`config.mk`:
```
export PLATFORM = sky130hd
export DESIGN_NAME = etcpu_pipe_spine_flat
export DESIGN_NICKNAME = d
export VERILOG_FILES = /design/src/rtl/etcpu_pkg.sv /design/src/rtl/etcpu_pipe_spine_if.sv /design/src/rtl/etcpu_pipe_stg.sv /design/src/rtl/etcpu_pipe_spine.sv /design/src/flat_wrapper.sv
export SDC_FILE = /design/constraint.sdc
export NUM_CORES = 1
export LEC_CHECK = 0
export CORE_AREA = 2 2 345 347
export CTS_CLUSTER_DIAMETER = 60
export DETAILED_ROUTE_END_ITERATION = 10
export DIE_AREA = 0 0 347 349
export PLACE_DENSITY = 0.39
export SYNTH_ARGS = -nofsm -noshare
export SYNTH_HDL_FRONTEND = slang
export SYNTH_SLANG_ARGS = --single-unit
```
`constraint.sdc`:
```
create_clock -name clk -period 41.3 [get_ports clk]
set_input_delay 8.26 -clock clk [delete_from_list [all_inputs] [get_ports clk]]
set_output_delay 8.26 -clock clk [all_outputs]
set_load 0.005 [all_outputs]
```
`src/rtl/etcpu_pkg.sv`:
```
// rtl/etcpu_pkg.sv - shared constants and payload layout for the etcpu pipeline spine
package etcpu_pkg;

    localparam int          XLEN_DEF = 32;
    localparam logic [31:0] NOP_INST = 32'h0000_0013;

    typedef struct packed {
        logic [XLEN_DEF-1:0] pc;
        logic [31:0]         inst;
        logic [XLEN_DEF-1:0] dat;
    } etcpu_pld_t;

    localparam int PLD_W_DEF = $bits(etcpu_pld_t);

endpackage

```
`src/rtl/etcpu_pipe_spine_if.sv`:
```
// rtl/etcpu_pipe_spine_if.sv - fetch handshake, per-stage payload buses, hazard controls and perf counters
interface etcpu_pipe_spine_if #(
    parameter int NUM_STG = 4,
    parameter int PLD_W   = 96
);
    logic                          in_vld;
    logic                          in_rdy;
    logic [NUM_STG-1:0][PLD_W-1:0] stg_pld_next;
    logic [NUM_STG-1:0][PLD_W-1:0] stg_pld;
    logic [NUM_STG-1:0]            stg_vld;
    logic                          intrlock_bubble;
    logic                          flush;
    logic                          mem_stall;
    logic [31:0]                   perf_cyc;
    logic [31:0]                   perf_ret;
    logic [31:0]                   perf_stl;

    modport master (
        output in_vld, stg_pld_next, intrlock_bubble, flush, mem_stall,
        input  in_rdy, stg_pld, stg_vld, perf_cyc, perf_ret, perf_stl
    );

    modport slave (
        input  in_vld, stg_pld_next, intrlock_bubble, flush, mem_stall,
        output in_rdy, stg_pld, stg_vld, perf_cyc, perf_ret, perf_stl
    );
endinterface

```
`src/rtl/etcpu_pipe_stg.sv`:
```
// rtl/etcpu_pipe_stg.sv - one pipeline boundary register: valid bit plus gated payload
module etcpu_pipe_stg #(
    parameter int PLD_W = 96
) (
    input  logic             clk,
    input  logic             rst,
    input  logic             clr_i,
    input  logic             adv_i,
    input  logic             src_vld_i,
    input  logic [PLD_W-1:0] pld_next_i,
    output logic             vld_o,
    output logic [PLD_W-1:0] pld_o
);

    logic             vld_q, vld_d;
    logic [PLD_W-1:0] pld_q, pld_d;

    // Payload only loads behind a valid source so bubbles never toggle the wide register.
    always_comb begin
        vld_d = vld_q;
        pld_d = pld_q;
        if (clr_i) begin
            vld_d = 1'b0;
        end else if (adv_i) begin
            vld_d = src_vld_i;
            if (src_vld_i) begin
                pld_d = pld_next_i;
            end
        end
    end

    always_ff @(posedge clk or posedge rst) begin
        if (rst) begin
            vld_q <= 1'b0;
            pld_q <= '0;
        end else begin
            vld_q <= vld_d;
            pld_q <= pld_d;
        end
    end

    assign vld_o = vld_q;
    assign pld_o = pld_q;

endmodule

```
`src/rtl/etcpu_pipe_spine.sv`:
```
// rtl/etcpu_pipe_spine.sv - pipeline valid/payload spine with stall, interlock, flush; perf counters under ETCPU_PERF_CNT_EN
module etcpu_pipe_spine
    import etcpu_pkg::*;
#(
    parameter int XLEN      = XLEN_DEF,
    parameter int NUM_STG   = 4,
    parameter int PLD_W     = PLD_W_DEF,
    parameter int FLUSH_STG = 2
) (
    input logic               clk,
    input logic               rst,
    etcpu_pipe_spine_if.slave bus
);

    generate
        if (NUM_STG < 2) begin : g_bad_num_stg
            $error("etcpu_pipe_spine: NUM_STG must be at least 2");
        end
        if (FLUSH_STG < 1 || FLUSH_STG > NUM_STG - 1) begin : g_bad_flush_stg
            $error("etcpu_pipe_spine: FLUSH_STG must lie in 1..NUM_STG-1");
        end
        if (PLD_W < XLEN) begin : g_bad_pld_w
            $error("etcpu_pipe_spine: PLD_W must be able to hold a PC");
        end
    endgenerate

    logic [NUM_STG-1:0]            vld;
    logic [NUM_STG-1:0][PLD_W-1:0] pld;

    assign bus.in_rdy  = !bus.mem_stall && !bus.intrlock_bubble && !rst;
    assign bus.stg_vld = vld;
    assign bus.stg_pld = pld;

    for (genvar g = 0; g < NUM_STG; g++) begin : g_stg
        localparam bit IS_FLUSHED = (g < FLUSH_STG);
        logic adv;
        logic src_vld;

        if (g == 0) begin : g_head
            assign adv     = !bus.mem_stall && !bus.intrlock_bubble;
            assign src_vld = bus.in_vld;
        end else begin : g_body
            // Stage 1 takes the interlock bubble; the first surviving stage must not inherit a wrong-path entry.
            localparam bit TAKES_BUBBLE = (g == 1);
            localparam bit FLUSH_EDGE   = (g == FLUSH_STG);
            assign adv     = !bus.mem_stall;
            assign src_vld = vld[g-1]
                           && !(TAKES_BUBBLE && bus.intrlock_bubble)
                           && !(FLUSH_EDGE && bus.flush);
        end

        etcpu_pipe_stg #(
            .PLD_W(PLD_W)
        ) u_stg (
            .clk       (clk),
            .rst       (rst),
            .clr_i     (IS_FLUSHED && bus.flush),
            .adv_i     (adv),
            .src_vld_i (src_vld),
            .pld_next_i(bus.stg_pld_next[g]),
            .vld_o     (vld[g]),
            .pld_o     (pld[g])
        );
    end

`ifdef ETCPU_PERF_CNT_EN
    logic [31:0] perf_cyc_q, perf_cyc_d;
    logic [31:0] perf_ret_q, perf_ret_d;
    logic [31:0] perf_stl_q, perf_stl_d;

    // All three wrap naturally at 2^32.
    always_comb begin
        perf_cyc_d = perf_cyc_q + 32'd1;
        perf_ret_d = perf_ret_q + {31'd0, vld[NUM_STG-1] && !bus.mem_stall};
        perf_stl_d = perf_stl_q + {31'd0, bus.mem_stall || bus.intrlock_bubble};
    end

    always_ff @(posedge clk or posedge rst) begin
        if (rst) begin
            perf_cyc_q <= '0;
            perf_ret_q <= '0;
            perf_stl_q <= '0;
        end else begin
            perf_cyc_q <= perf_cyc_d;
            perf_ret_q <= perf_ret_d;
            perf_stl_q <= perf_stl_d;
        end
    end

    assign bus.perf_cyc = perf_cyc_q;
    assign bus.perf_ret = perf_ret_q;
    assign bus.perf_stl = perf_stl_q;
`else
    assign bus.perf_cyc = '0;
    assign bus.perf_ret = '0;
    assign bus.perf_stl = '0;
`endif

endmodule

```
`src/flat_wrapper.sv`:
```
// flat-port wrapper written by rule: the top's interface ports become plain ports
module etcpu_pipe_spine_flat import etcpu_pkg::*;
#(
    parameter int XLEN      = XLEN_DEF,
    parameter int NUM_STG   = 4,
    parameter int PLD_W     = PLD_W_DEF,
    parameter int FLUSH_STG = 2
)
  (clk, rst, bus_in_vld, bus_stg_pld_next, bus_intrlock_bubble, bus_flush, bus_mem_stall, bus_in_rdy, bus_stg_pld, bus_stg_vld, bus_perf_cyc, bus_perf_ret, bus_perf_stl);
  etcpu_pipe_spine_if #(.NUM_STG(NUM_STG), .PLD_W(PLD_W)) bus_i ();
  input logic clk;
  input logic rst;
  input wire logic [$bits(bus_i.in_vld)-1:0] bus_in_vld;
  input wire logic [$bits(bus_i.stg_pld_next)-1:0] bus_stg_pld_next;
  input wire logic [$bits(bus_i.intrlock_bubble)-1:0] bus_intrlock_bubble;
  input wire logic [$bits(bus_i.flush)-1:0] bus_flush;
  input wire logic [$bits(bus_i.mem_stall)-1:0] bus_mem_stall;
  output wire logic [$bits(bus_i.in_rdy)-1:0] bus_in_rdy;
  output wire logic [$bits(bus_i.stg_pld)-1:0] bus_stg_pld;
  output wire logic [$bits(bus_i.stg_vld)-1:0] bus_stg_vld;
  output wire logic [$bits(bus_i.perf_cyc)-1:0] bus_perf_cyc;
  output wire logic [$bits(bus_i.perf_ret)-1:0] bus_perf_ret;
  output wire logic [$bits(bus_i.perf_stl)-1:0] bus_perf_stl;
  assign bus_i.in_vld = bus_in_vld;
  assign bus_i.stg_pld_next = bus_stg_pld_next;
  assign bus_i.intrlock_bubble = bus_intrlock_bubble;
  assign bus_i.flush = bus_flush;
  assign bus_i.mem_stall = bus_mem_stall;
  assign bus_in_rdy = bus_i.in_rdy;
  assign bus_stg_pld = bus_i.stg_pld;
  assign bus_stg_vld = bus_i.stg_vld;
  assign bus_perf_cyc = bus_i.perf_cyc;
  assign bus_perf_ret = bus_i.perf_ret;
  assign bus_perf_stl = bus_i.perf_stl;
  etcpu_pipe_spine #(.XLEN(XLEN), .NUM_STG(NUM_STG), .PLD_W(PLD_W), .FLUSH_STG(FLUSH_STG)) u_core (.clk(clk), .rst(rst), .bus(bus_i));
endmodule
```
==> key figures, run 1 <==
Run status
  • Run status: complete, no violations

Critical path
  • Depth of the most critical reg-to-reg path: 4
  • Startpoint class of the critical path: input pin
  • Data required time at the worst endpoint: 33.04 ns
  • CP arrival: 10.10 ns
  • Worst setup EP type: output pin
  • Reg-to-Reg Start: u_core.g_stg[1].u_stg.vld_o$_DFFE_PP0P_
  • Max FO, Critical Path: 11
  • Worst reg2reg path endpoint: u_core.g_stg[2].u_stg.pld_o[1]$_DFFE_PP0P_
  • Setup slack on the worst flop-to-flop path: a little under 40 ns
  • Startpoint-to-endpoint class of the critical path: input pin to output pin

CTS
  • Deepest clock path buffer count: 3
  • Num Clock Sinks: 388
  • Clock edge transition at the registers on the reported setup and hold paths: 0.06 ns
  • Clock tree from TritonCTS: yes
  • Clk Latency, worst-skew pair: approximately 0.64 ns
  • Clock root buffer: sky130_fd_sc_hd__clkbuf_16
  • Setup fix buffers added after clock tree synthesis: 0
  • Cts bufs inserted: 61
  • Post_cts resized: 0
  • CTS HTree Levels: 2
  • Hold bufs inserted after CTS: 0

Logic synthesis
  • Fraction of the yosys area taken by sequential cells: 63.9%
  • Number of synthesized register bits: 388
  • Netlist Area Pre-Place: 15200 um2
  • Mean post-synth cell area: roughly 16 um2
  • Yosys warning count: 0
  • Cell count after synthesis: 930
  • Count of unique library cells instantiated by Yosys: 18

STA
  • Achievable clock frequency: 54.5 MHz
  • Hold Fails Final Rpt: 0
  • Worst clock skew: about 0.012 ns
  • Max-Slew Margin vs Limit: 34.6%
  • Number of setup violations in the final report: 0
  • Final sum of negative setup slack: 0 ns
  • Final critical-path share of the clock period: ~44%
  • Unrepaired setup endpoints after global routing: no
  • Fin crit period: 18.36 ns
  • Slew at the pin closest to its max-slew limit: between 0.9 and 1 ns
  • Total count of max-transition violations in the final report: 0

Hold path
  • End of the worst hold path: u_core.g_stg[0].u_stg.pld_o[14]$_DFFE_PP0P_
  • Path category of the worst min-delay check: flip-flop to flip-flop
  • Worst hold start: u_core.g_stg[0].u_stg.pld_o[14]$_DFFE_PP0P_
  • Number of cells on the worst hold path: 1

Run
  • Number of max-capacitance violations reported: 0

Die
  • Row count: 126
  • Die boundary width: 347 um
  • Starting density of the core: between 10% and 20%
  • Die extent in y: approximately 350 um
  • Total core area: about 120000 um2
  • Top-level I/O count: 875
  • Die area: 121000 um2

Layout
  • Cell Count, Final, Fillers Out: 3328
  • Most frequent standard cell in the layout excluding fill and tap cells: sky130_fd_sc_hd__clkdlybuf4s50_1
  • Most frequent cells in the layout: sky130_fd_sc_hd__clkdlybuf4s50_1 (778), sky130_fd_sc_hd__dfrtp_1 (388), sky130_fd_sc_hd__mux2_2 (304)
  • Utilization after layout: 22.5%
  • Area added between synthesis and finish: 74.2%
  • Ratio of cells with drive above 1 in the final layout: 24.3%
  • NumNets Final: 2126

Placement
  • Total of buffers placed on input and output ports: 778
  • Gp weighted congestion: 0.806
  • Post-detailed-placement half-perimeter wirelength: 43.5 mm
  • Instance count after placement with tap cells included: 3209

Detailed routing
  • # DRC: 0
  • Drt wl/cell: roughly 17 um
  • Antenna-violating nets left: 0
  • DRT Pass-1 Iters: 4
  • Via count of the routed design: between 10000 and 15000
  • Initial DRC Count: 251
  • Post-DR vias/cell: 3.15
  • Final Routed Wirelength: 56.8 mm

GRT
  • Wire length of the first global-routing pass: 81.2 mm
  • Fraction of met3 tracks used by global routing: 3.46%
  • Pin count of the biggest net entering global routing: 73
  • Grt met2 use: 16.8%
  • Number of global-route vias before repair: 11600
  • Total routing resource utilization after global routing: 9.06%
  • Aggregate global routing overflow: 0
  • Highest-utilization routing layer at the global route stage: met2
  • Met1 demand-to-capacity share in global routing: 9.01%
  • Initial antenna violation count: 8

Power
  • Highest ir drop seen on vdd: roughly 0.034 mV
  • Total power per unit cell area: ~47 nW/um2
  • Leakage power of the design: 0.0113 uW
-- where the power goes --
group / switching (uW) / internal, uW / total [uW]
combinational: 73.3 / 165 / 238
clock: 202 / 322 / 524
sequential: 32.1 / 438 / 470
-- worst max-delay path: stages --
cell and delay, ns:
sky130_fd_sc_hd__clkdlybuf4s50_1 0.74, sky130_fd_sc_hd__nor3_1 0.51, sky130_fd_sc_hd__clkdlybuf4s50_1 0.59
-- per-stage QoR --
step,setup WS (ns),hold WS [ns],power (uW),cell area [um2]
global route,22.83,0.496,1300,26500
finish,22.94,0.484,1230,26500
floorplan,22.26,0.455,539,15500
global placement,22.89,0.463,719,24300
detailed placement,22.86,0.473,720,24300
CTS,22.85,0.487,1260,26500
-- cell usage after synthesis --
| master | n | area share, % |
|---|---|---|
| sky130_fd_sc_hd__nor3b_2 | 1 | 0.082 |
| sky130_fd_sc_hd__buf_6 | 8 | 0.59 |
| sky130_fd_sc_hd__buf_4 | 106 | 5.2 |
| sky130_fd_sc_hd__a21oi_1 | 2 | 0.066 |
| sky130_fd_sc_hd__nor4b_4 | 2 | 0.31 |
| sky130_fd_sc_hd__o21ai_0 | 1 | 0.033 |
| sky130_fd_sc_hd__or3b_2 | 2 | 0.12 |
| sky130_fd_sc_hd__mux2_1 | 80 | 5.9 |
| sky130_fd_sc_hd__conb_1 | 1 | 0.025 |
| sky130_fd_sc_hd__a21o_1 | 2 | 0.099 |
| sky130_fd_sc_hd__nand2_1 | 1 | 0.025 |
| sky130_fd_sc_hd__clkbuf_1 | 2 | 0.049 |
| sky130_fd_sc_hd__buf_2 | 27 | 0.89 |
| sky130_fd_sc_hd__mux2_2 | 304 | 23 |
| sky130_fd_sc_hd__dfrtp_1 | 388 | 64 |
| sky130_fd_sc_hd__nor3_1 | 1 | 0.033 |
| sky130_fd_sc_hd__inv_1 | 1 | 0.025 |
| sky130_fd_sc_hd__nor2b_1 | 1 | 0.041 |
-- worst max-delay path by stage --
stage                              from                                         end  slack, ns
final                     bus_mem_stall                                  bus_in_rdy      22.94
after global routing      bus_mem_stall                                  bus_in_rdy      22.83
after CTS                 bus_mem_stall                                  bus_in_rdy      22.85
after detailed placement  bus_mem_stall                                  bus_in_rdy      22.86
after global placement    bus_mem_stall                                  bus_in_rdy      22.89
after floorplan                     rst  u_core.g_stg[0].u_stg.pld_o[0]$_DFFE_PP0P_      22.26
-- cell families (layout without fill, tap and decap cells) --
| family | after synthesis | count (layout) | share of synthesized area [%] |
|---|---|---|---|
| buffers and inverters | 144 | 906 | 6.79 |
| AOI/OAI and AO/OA | 5 | 5 | 0.198 |
| muxes | 384 | 384 | 28.5 |
| other | 1 | 101 | 0.0247 |
| and+or+nand+nor | 8 | 8 | 0.609 |
| DFF | 388 | 388 | 63.9 |
-- sequential cells by signal, summed over array words and instances (netlist names) --
name and flops:
u_core.g_stg.u_stg.pld_o 384, u_core.g_stg.u_stg.vld_o 4
-- area by class of cell --
cell class                      count  area (um2)
Fill cell                       12500       91000
Sequential cell                   388        9710
Timing Repair Buffer              791        7890
Multi-Input combinational cell    493        4820
Tap cell                         1536        1920
Clock buffer                       77        1720
Clock inverter                     37         390
Antenna cell                        5        12.5
Inverter                            1        11.3
-- routing by layer --
metal,part of all wire (%),wire (um),vias to the layer above
li1,-,-,4681
met1,34,19400,5235
met2,54,30700,488
met3,8.8,5030,87
met4,3.1,1760,4
met5,0.048,27,-
No activity file was read; power rests on OpenSTA's default activity.
==> run 2, diff against run 1 <==
- CORE_AREA: 2 2 345 347 -> 2 2 338 340
- DIE_AREA: 0 0 347 349 -> 0 0 340 342
- PLACE_DENSITY: 0.39 -> 0.41
- clock period: 41.3 -> 16.52 ns (I/O delays scaled with it)
==> run 2 against run 1 <==
Die area decreased by 4.0%. Clock power grew 130%. Core utilization increased by 0.59 points. Hold slack worse by 0.0021 ns. Wire length fell by 3.2%. First-iteration DRC count down 11%. Sequential power is 150% higher. Global-route usage barely moved. Final area shrank 1.2%. Cell count decreased by 1.3%. Critical endpoint unchanged. Largest power group unchanged.
==> key figures, run 2 (synthesized netlist as in run 1, its figures left out) <==
STA
  • Fin crit period: 8.11 ns
  • Total count of max-transition violations in the final report: 0
  • Number of setup violations in the final report: 0
  • Achievable clock frequency: 123 MHz
  • Max-Slew Margin vs Limit: a little over a third
  • Slew at the pin closest to its max-slew limit: 0.971 ns
  • Least setup slack across all paths after layout: roughly 8.4 ns
  • Minimum hold slack: a little under 0.5 ns
  • Final sum of negative setup slack: 0 ns
  • Final critical-path share of the clock period: 49.1%
  • Hold Fails Final Rpt: 0
  • Unrepaired setup endpoints after global routing: no
  • Worst clock skew: 0.0169 ns

GRT
  • Aggregate global routing overflow: 0
  • Initial antenna violation count: 3
  • Total routing resource utilization after global routing: 9.11%
  • Number of global-route vias before repair: between 10000 and 15000
  • Wire length of the first global-routing pass: around 80 mm
  • Pin count of the biggest net entering global routing: 141

Layout
  • Area added between synthesis and finish: 72.1%
  • Most frequent standard cell in the layout excluding fill and tap cells: sky130_fd_sc_hd__clkdlybuf4s50_1
  • Final standard cell area without fillers: 26200 um2
  • Flip-flop count of the largest register after layout: 384
  • Number of filler cells placed in the layout: around 12000
  • Ratio of cells with drive above 1 in the final layout: 23.4%
  • NumNets Final: 2119
  • Most frequent cells in the layout: sky130_fd_sc_hd__clkdlybuf4s50_1 (778), sky130_fd_sc_hd__dfrtp_1 (388), sky130_fd_sc_hd__mux2_2 (304)

Critical path
  • CP arrival: slightly below 5 ns
  • Startpoint class of the critical path: input pin
  • Startpoint-to-endpoint class of the critical path: input pin to output pin
  • Max FO, Critical Path: 6
  • Worst setup EP type: output pin
  • Data required time at the worst endpoint: 13.22 ns

Run
  • Number of max-capacitance violations reported: 0

Placement
  • Pre-CTS setup slack: 8.39 ns
  • Total cell area at the placement stage: ~24000 um2
  • Gp weighted congestion: 0.789
  • Total of buffers placed on input and output ports: roughly 780
  • Post-detailed-placement half-perimeter wirelength: 42.0 mm

Detailed routing
  • Post-DR vias/cell: 3.15
  • Final Routed Wirelength: 55.0 mm
  • Drt wl/cell: around 17 um
  • Antenna-violating nets left: 0
  • Initial DRC Count: between 200 and 250
  • DRT Pass-1 Iters: 4
  • Via count of the routed design: 10300
  • # DRC: 0

CTS
  • Clock tree from TritonCTS: yes
  • Clock edge transition at the registers on the reported setup and hold paths: about 0.060 ns
  • Post_cts resized: 0
  • CTS HTree Levels: 2
  • Num Clock Sinks: 388
  • Clock root buffer: sky130_fd_sc_hd__clkbuf_16
  • Cts bufs inserted: 54
  • Setup fix buffers added after clock tree synthesis: 0
  • Deepest clock path buffer count: 3
  • Hold bufs inserted after CTS: 0
  • Clk Latency, worst-skew pair: 0.63 ns

Die
  • Die extent in y: 342 um
  • Die boundary width: between 300 and 400 um
  • Die area: around 120000 um2
  • Starting density of the core: 13.4%
  • Top-level I/O count: 875
  • Total core area: about 110000 um2
  • Row count: 124

Hold path
  • Path category of the worst min-delay check: flip-flop to flip-flop

Power
  • Highest ir drop seen on vdd: 0.0781 mV
  • Total power per unit cell area: 113 nW/um2
  • Leakage power of the design: 0.0112 uW

Run status
  • Run status: complete, no violations
[run 2: layout make-up]
class                      count  area (um2)  area share (%)
tap                         1512        1890            7.23
multi-input combinational    493        4820            18.4
inverter                       1        11.3          0.0431
timing repair buffer         791        7900            30.2
clock inverter                26         314            1.20
clock buffer                  69        1500            5.73
antenna                        4        10.0          0.0383
sequential                   388        9710            37.1
[run 2: final timing paths]
| check | to | slack, ns | cells after the start | startpoint |
|---|---|---|---|---|
| setup reg to reg | u_core.g_stg[1].u_stg.pld_o[93]$_DFFE_PP0P_ | 13.96 | 4 | u_core.g_stg[0].u_stg.vld_o$_DFFE_PP0P_ |
| hold / removal | u_core.g_stg[1].u_stg.pld_o[10]$_DFFE_PP0P_ | 0.48 | 1 | u_core.g_stg[1].u_stg.pld_o[10]$_DFFE_PP0P_ |
| min in group asynchronous | u_core.g_stg[0].u_stg.pld_o[39]$_DFFE_PP0P_ | 3.22 | 2 | rst |
| hold reg to reg | u_core.g_stg[1].u_stg.pld_o[10]$_DFFE_PP0P_ | 0.48 | 1 | u_core.g_stg[1].u_stg.pld_o[10]$_DFFE_PP0P_ |
| max in group asynchronous | u_core.g_stg[1].u_stg.pld_o[19]$_DFFE_PP0P_ | 11.18 | 4 | rst |
| setup / recovery | bus_in_rdy | 8.41 | 3 | bus_intrlock_bubble |
[run 2: routing by layer]
| layer | share of wire [%] | global-route usage, % | routed length, um | vias to the layer above |
|---|---|---|---|---|
| met1 | 35 | 9.47 | 19500 | 5156 |
| met5 | 0 | 0 | 0 | - |
| li1 | - | - | - | 4654 |
| met3 | 9.1 | 3.68 | 5000 | 79 |
| met2 | 53 | 16.5 | 29100 | 451 |
| met4 | 2.7 | 3.23 | 1480 | 0 |
[run 2: worst max-delay path: stages]
cell	delay, ns
sky130_fd_sc_hd__clkdlybuf4s50_1	0.57
sky130_fd_sc_hd__nor3_1	0.36
sky130_fd_sc_hd__clkdlybuf4s50_1	0.58
[run 2: report_power, final]
part           internal (uW)  leakage (uW)  switching [uW]
registers               1090       0.00508            75.3
logic                    412       0.00520             181
clock network            708      0.000885             474
total                   2210        0.0112             730
[run 2: metrics by stage]
step | power, uW | util [%] | cells
after global placement | 1790 | 21.5 | 3185
final | 2940 | 23.1 | 3284
after CTS | 3020 | 23.1 | 3280
after floorplan | 1350 | - | 1025
after global routing | 3100 | 23.1 | 3283
after detailed placement | 1790 | 21.5 | 3185
==> run 3, diff against run 2 <==
- clock period: 16.52 -> 6.7 ns (I/O delays scaled with it)
==> run 3 against run 2 <==
Combinational power rose by 150%. Core utilization barely moved. Worst setup slack got worse by 5.8 ns. Sequential power rose by 150%. Critical endpoint unchanged. Highest routed layer unchanged.
==> key figures, run 3 (synthesized netlist as in run 1, its figures left out) <==
Run status
  • Run status: complete, no violations

Critical path
  • Number of buffer and inverter stages on the critical path: 3
  • Cell chain of the critical path: clkdlybuf4s50_1, buf_4, nor3_1, clkdlybuf4s50_1
  • Startpoint class of the critical path: input pin
  • Data required time at the worst endpoint: 5.36 ns
  • Max FO, Critical Path: 11
  • Crit. path cell count: 4
  • Most frequent cell on the critical path: sky130_fd_sc_hd__clkdlybuf4s50_1
  • Largest delay contributor family on the critical path: buffers and inverters
  • Depth of the most critical reg-to-reg path: 3
  • Startpoint-to-endpoint class of the critical path: input pin to output pin
  • Worst setup EP type: output pin
  • Longest individual stage delay on the worst path: approximately 0.55 ns
  • CP arrival: between 2 and 3 ns
  • Cell type of the slowest stage on the worst timing path: sky130_fd_sc_hd__clkdlybuf4s50_1

Die
  • Die extent in y: 342 um
  • Top-level I/O count: approximately 880
  • Starting density of the core: around 13%
  • Total core area: roughly 110000 um2
  • Die area: 116000 um2
  • Die boundary width: 340 um
  • Row count: 124

STA
  • Unrepaired setup endpoints after global routing: no
  • Total count of max-transition violations in the final report: 0
  • Hold Fails Final Rpt: 0
  • Fin crit period: about 4.1 ns
  • Max-Slew Margin vs Limit: 44.5%
  • Worst clock skew: ~0.021 ns
  • Final sum of negative setup slack: 0 ns
  • Number of setup violations in the final report: 0
  • Achievable clock frequency: approximately 240 MHz
  • Final critical-path share of the clock period: 61.3%
  • Slew at the pin closest to its max-slew limit: 0.833 ns

Layout
  • Most frequent standard cell in the layout excluding fill and tap cells: sky130_fd_sc_hd__clkdlybuf4s50_1
  • Sequential Area: roughly 9700 um2
  • Flip-flop count of the largest register after layout: 384
  • NumNets Final: 2120
  • Area added between synthesis and finish: 72.4%
  • Footprint of the multi-input gates: 4820 um2
  • Cell Count, Final, Fillers Out: about 3300
  • Most frequent cells in the layout: sky130_fd_sc_hd__clkdlybuf4s50_1 (778), sky130_fd_sc_hd__dfrtp_1 (388), sky130_fd_sc_hd__mux2_2 (304)
  • Number of filler cells placed in the layout: between 10000 and 15000
  • Ratio of cells with drive above 1 in the final layout: roughly 23%

CTS
  • Clk Latency, worst-skew pair: around 0.62 ns
  • Post_cts resized: 0
  • Hold bufs inserted after CTS: 0
  • Clock tree from TritonCTS: yes
  • Setup fix buffers added after clock tree synthesis: 0
  • CTS HTree Levels: 2
  • Cts bufs inserted: 54
  • Deepest clock path buffer count: 3
  • Num Clock Sinks: 388
  • Clock root buffer: sky130_fd_sc_hd__clkbuf_16
  • Clock edge transition at the registers on the reported setup and hold paths: ~0.060 ns

Detailed routing
  • Met2 routed wirelength: 29.5 mm
  • DRT Pass-1 Iters: 4
  • Final Routed Wirelength: 55.2 mm
  • Met1 WL: 19.4 mm
  • Drt wl/cell: ~17 um
  • Post-DR vias/cell: 3.17
  • Initial DRC Count: 157
  • Amount of wire on met3 after detailed routing: 4.81 mm
  • # DRC: 0
  • Top routing layer in use: met4
  • Via count of the routed design: 10400
  • Antenna-violating nets left: 0

Power
  • Leakage power of the design: 0.0112 uW
  • Total power per unit cell area: ~280 nW/um2
  • Total design power: 7230 uW
  • Highest ir drop seen on vdd: 0.174 mV

GRT
  • Wire length of the first global-routing pass: 78.9 mm
  • Initial antenna violation count: 3
  • Aggregate global routing overflow: 0
  • Total routing resource utilization after global routing: 9.08%
  • Number of global-route vias before repair: ~12000
  • Pin count of the biggest net entering global routing: approximately 120

Hold path
  • Number of cells on the worst hold path: 1
  • Path category of the worst min-delay check: flip-flop to flip-flop

Run
  • Number of max-capacitance violations reported: 0

Placement
  • Post-detailed-placement half-perimeter wirelength: 42.4 mm
  • Gp weighted congestion: 0.835
  • Instance count after placement with tap cells included: 3186
  • Total of buffers placed on input and output ports: 778
run 3: cell types whose count changed in the layout (fill, tap and decap cells not counted), moves of 2 or more:
| cell | change |
|---|---|
| sky130_fd_sc_hd__clkbuf_1 | +5 |
| sky130_fd_sc_hd__inv_6 | -2 |
| sky130_fd_sc_hd__buf_4 | -3 |
| sky130_fd_sc_hd__buf_12 | +4 |
run 3: metrics by stage:
step | worst slack (ns) | utilization (%) | hold slack (ns) | instance area, um2
after detailed placement | 2.57 | 21.6 | 0.474 | 24400
after CTS | 2.55 | 23.1 | 0.487 | 26200
after global placement | 2.51 | 21.6 | 0.468 | 24400
after global routing | 2.51 | 23.2 | 0.498 | 26200
final | 2.59 | 23.2 | 0.480 | 26200
after floorplan | 0.142 | - | 0.455 | 15600
run 3: cell type report:
cell class / instances / area share [%]
Antenna cell: 3 / 0.0287
Sequential cell: 388 / 37.1
Tap cell: 1512 / 7.22
Clock inverter: 22 / 1.07
Timing Repair Buffer: 792 / 30.4
Multi-Input combinational cell: 493 / 18.4
Inverter: 1 / 0.0287
Clock buffer: 74 / 5.79
run 3: worst register-to-register path, stage by stage (launching register included):
cell,delay [ns]
sky130_fd_sc_hd__dfrtp_1,0.47
sky130_fd_sc_hd__nor2b_4,0.58
sky130_fd_sc_hd__buf_4,0.63
sky130_fd_sc_hd__mux2_2,0.46
run 3: path summary, 6_finish.rpt:
kind                                                             from                                          end  slack (ns)
min                        u_core.g_stg[1].u_stg.pld_o[2]$_DFFE_PP0P_   u_core.g_stg[1].u_stg.pld_o[2]$_DFFE_PP0P_        0.48
max reg2reg                   u_core.g_stg[2].u_stg.vld_o$_DFFE_PP0N_   u_core.g_stg[3].u_stg.pld_o[4]$_DFFE_PP0P_        4.44
min in group asynchronous                                         rst  u_core.g_stg[0].u_stg.pld_o[61]$_DFFE_PP0P_        1.26
min reg2reg                u_core.g_stg[1].u_stg.pld_o[2]$_DFFE_PP0P_   u_core.g_stg[1].u_stg.pld_o[2]$_DFFE_PP0P_        0.48
max in group asynchronous                                         rst  u_core.g_stg[1].u_stg.pld_o[39]$_DFFE_PP0P_        4.28
max                                                     bus_mem_stall                                   bus_in_rdy        2.59
run 3: per-layer routing:
metal,track usage [%],up-vias
met4,3.39,0
met3,3.55,68
met2,16.6,462
li1,-,4663
met5,0,-
met1,9.31,5205
run 3: power breakdown:
part	switching, uW	total (uW)	leakage [uW]	internal (uW)
Sequential	189	2890	0.00508	2700
Clock	1130	2870	0.000880	1740
Combinational	454	1470	0.00521	1020
Total	1770	7230	0.0112	5460
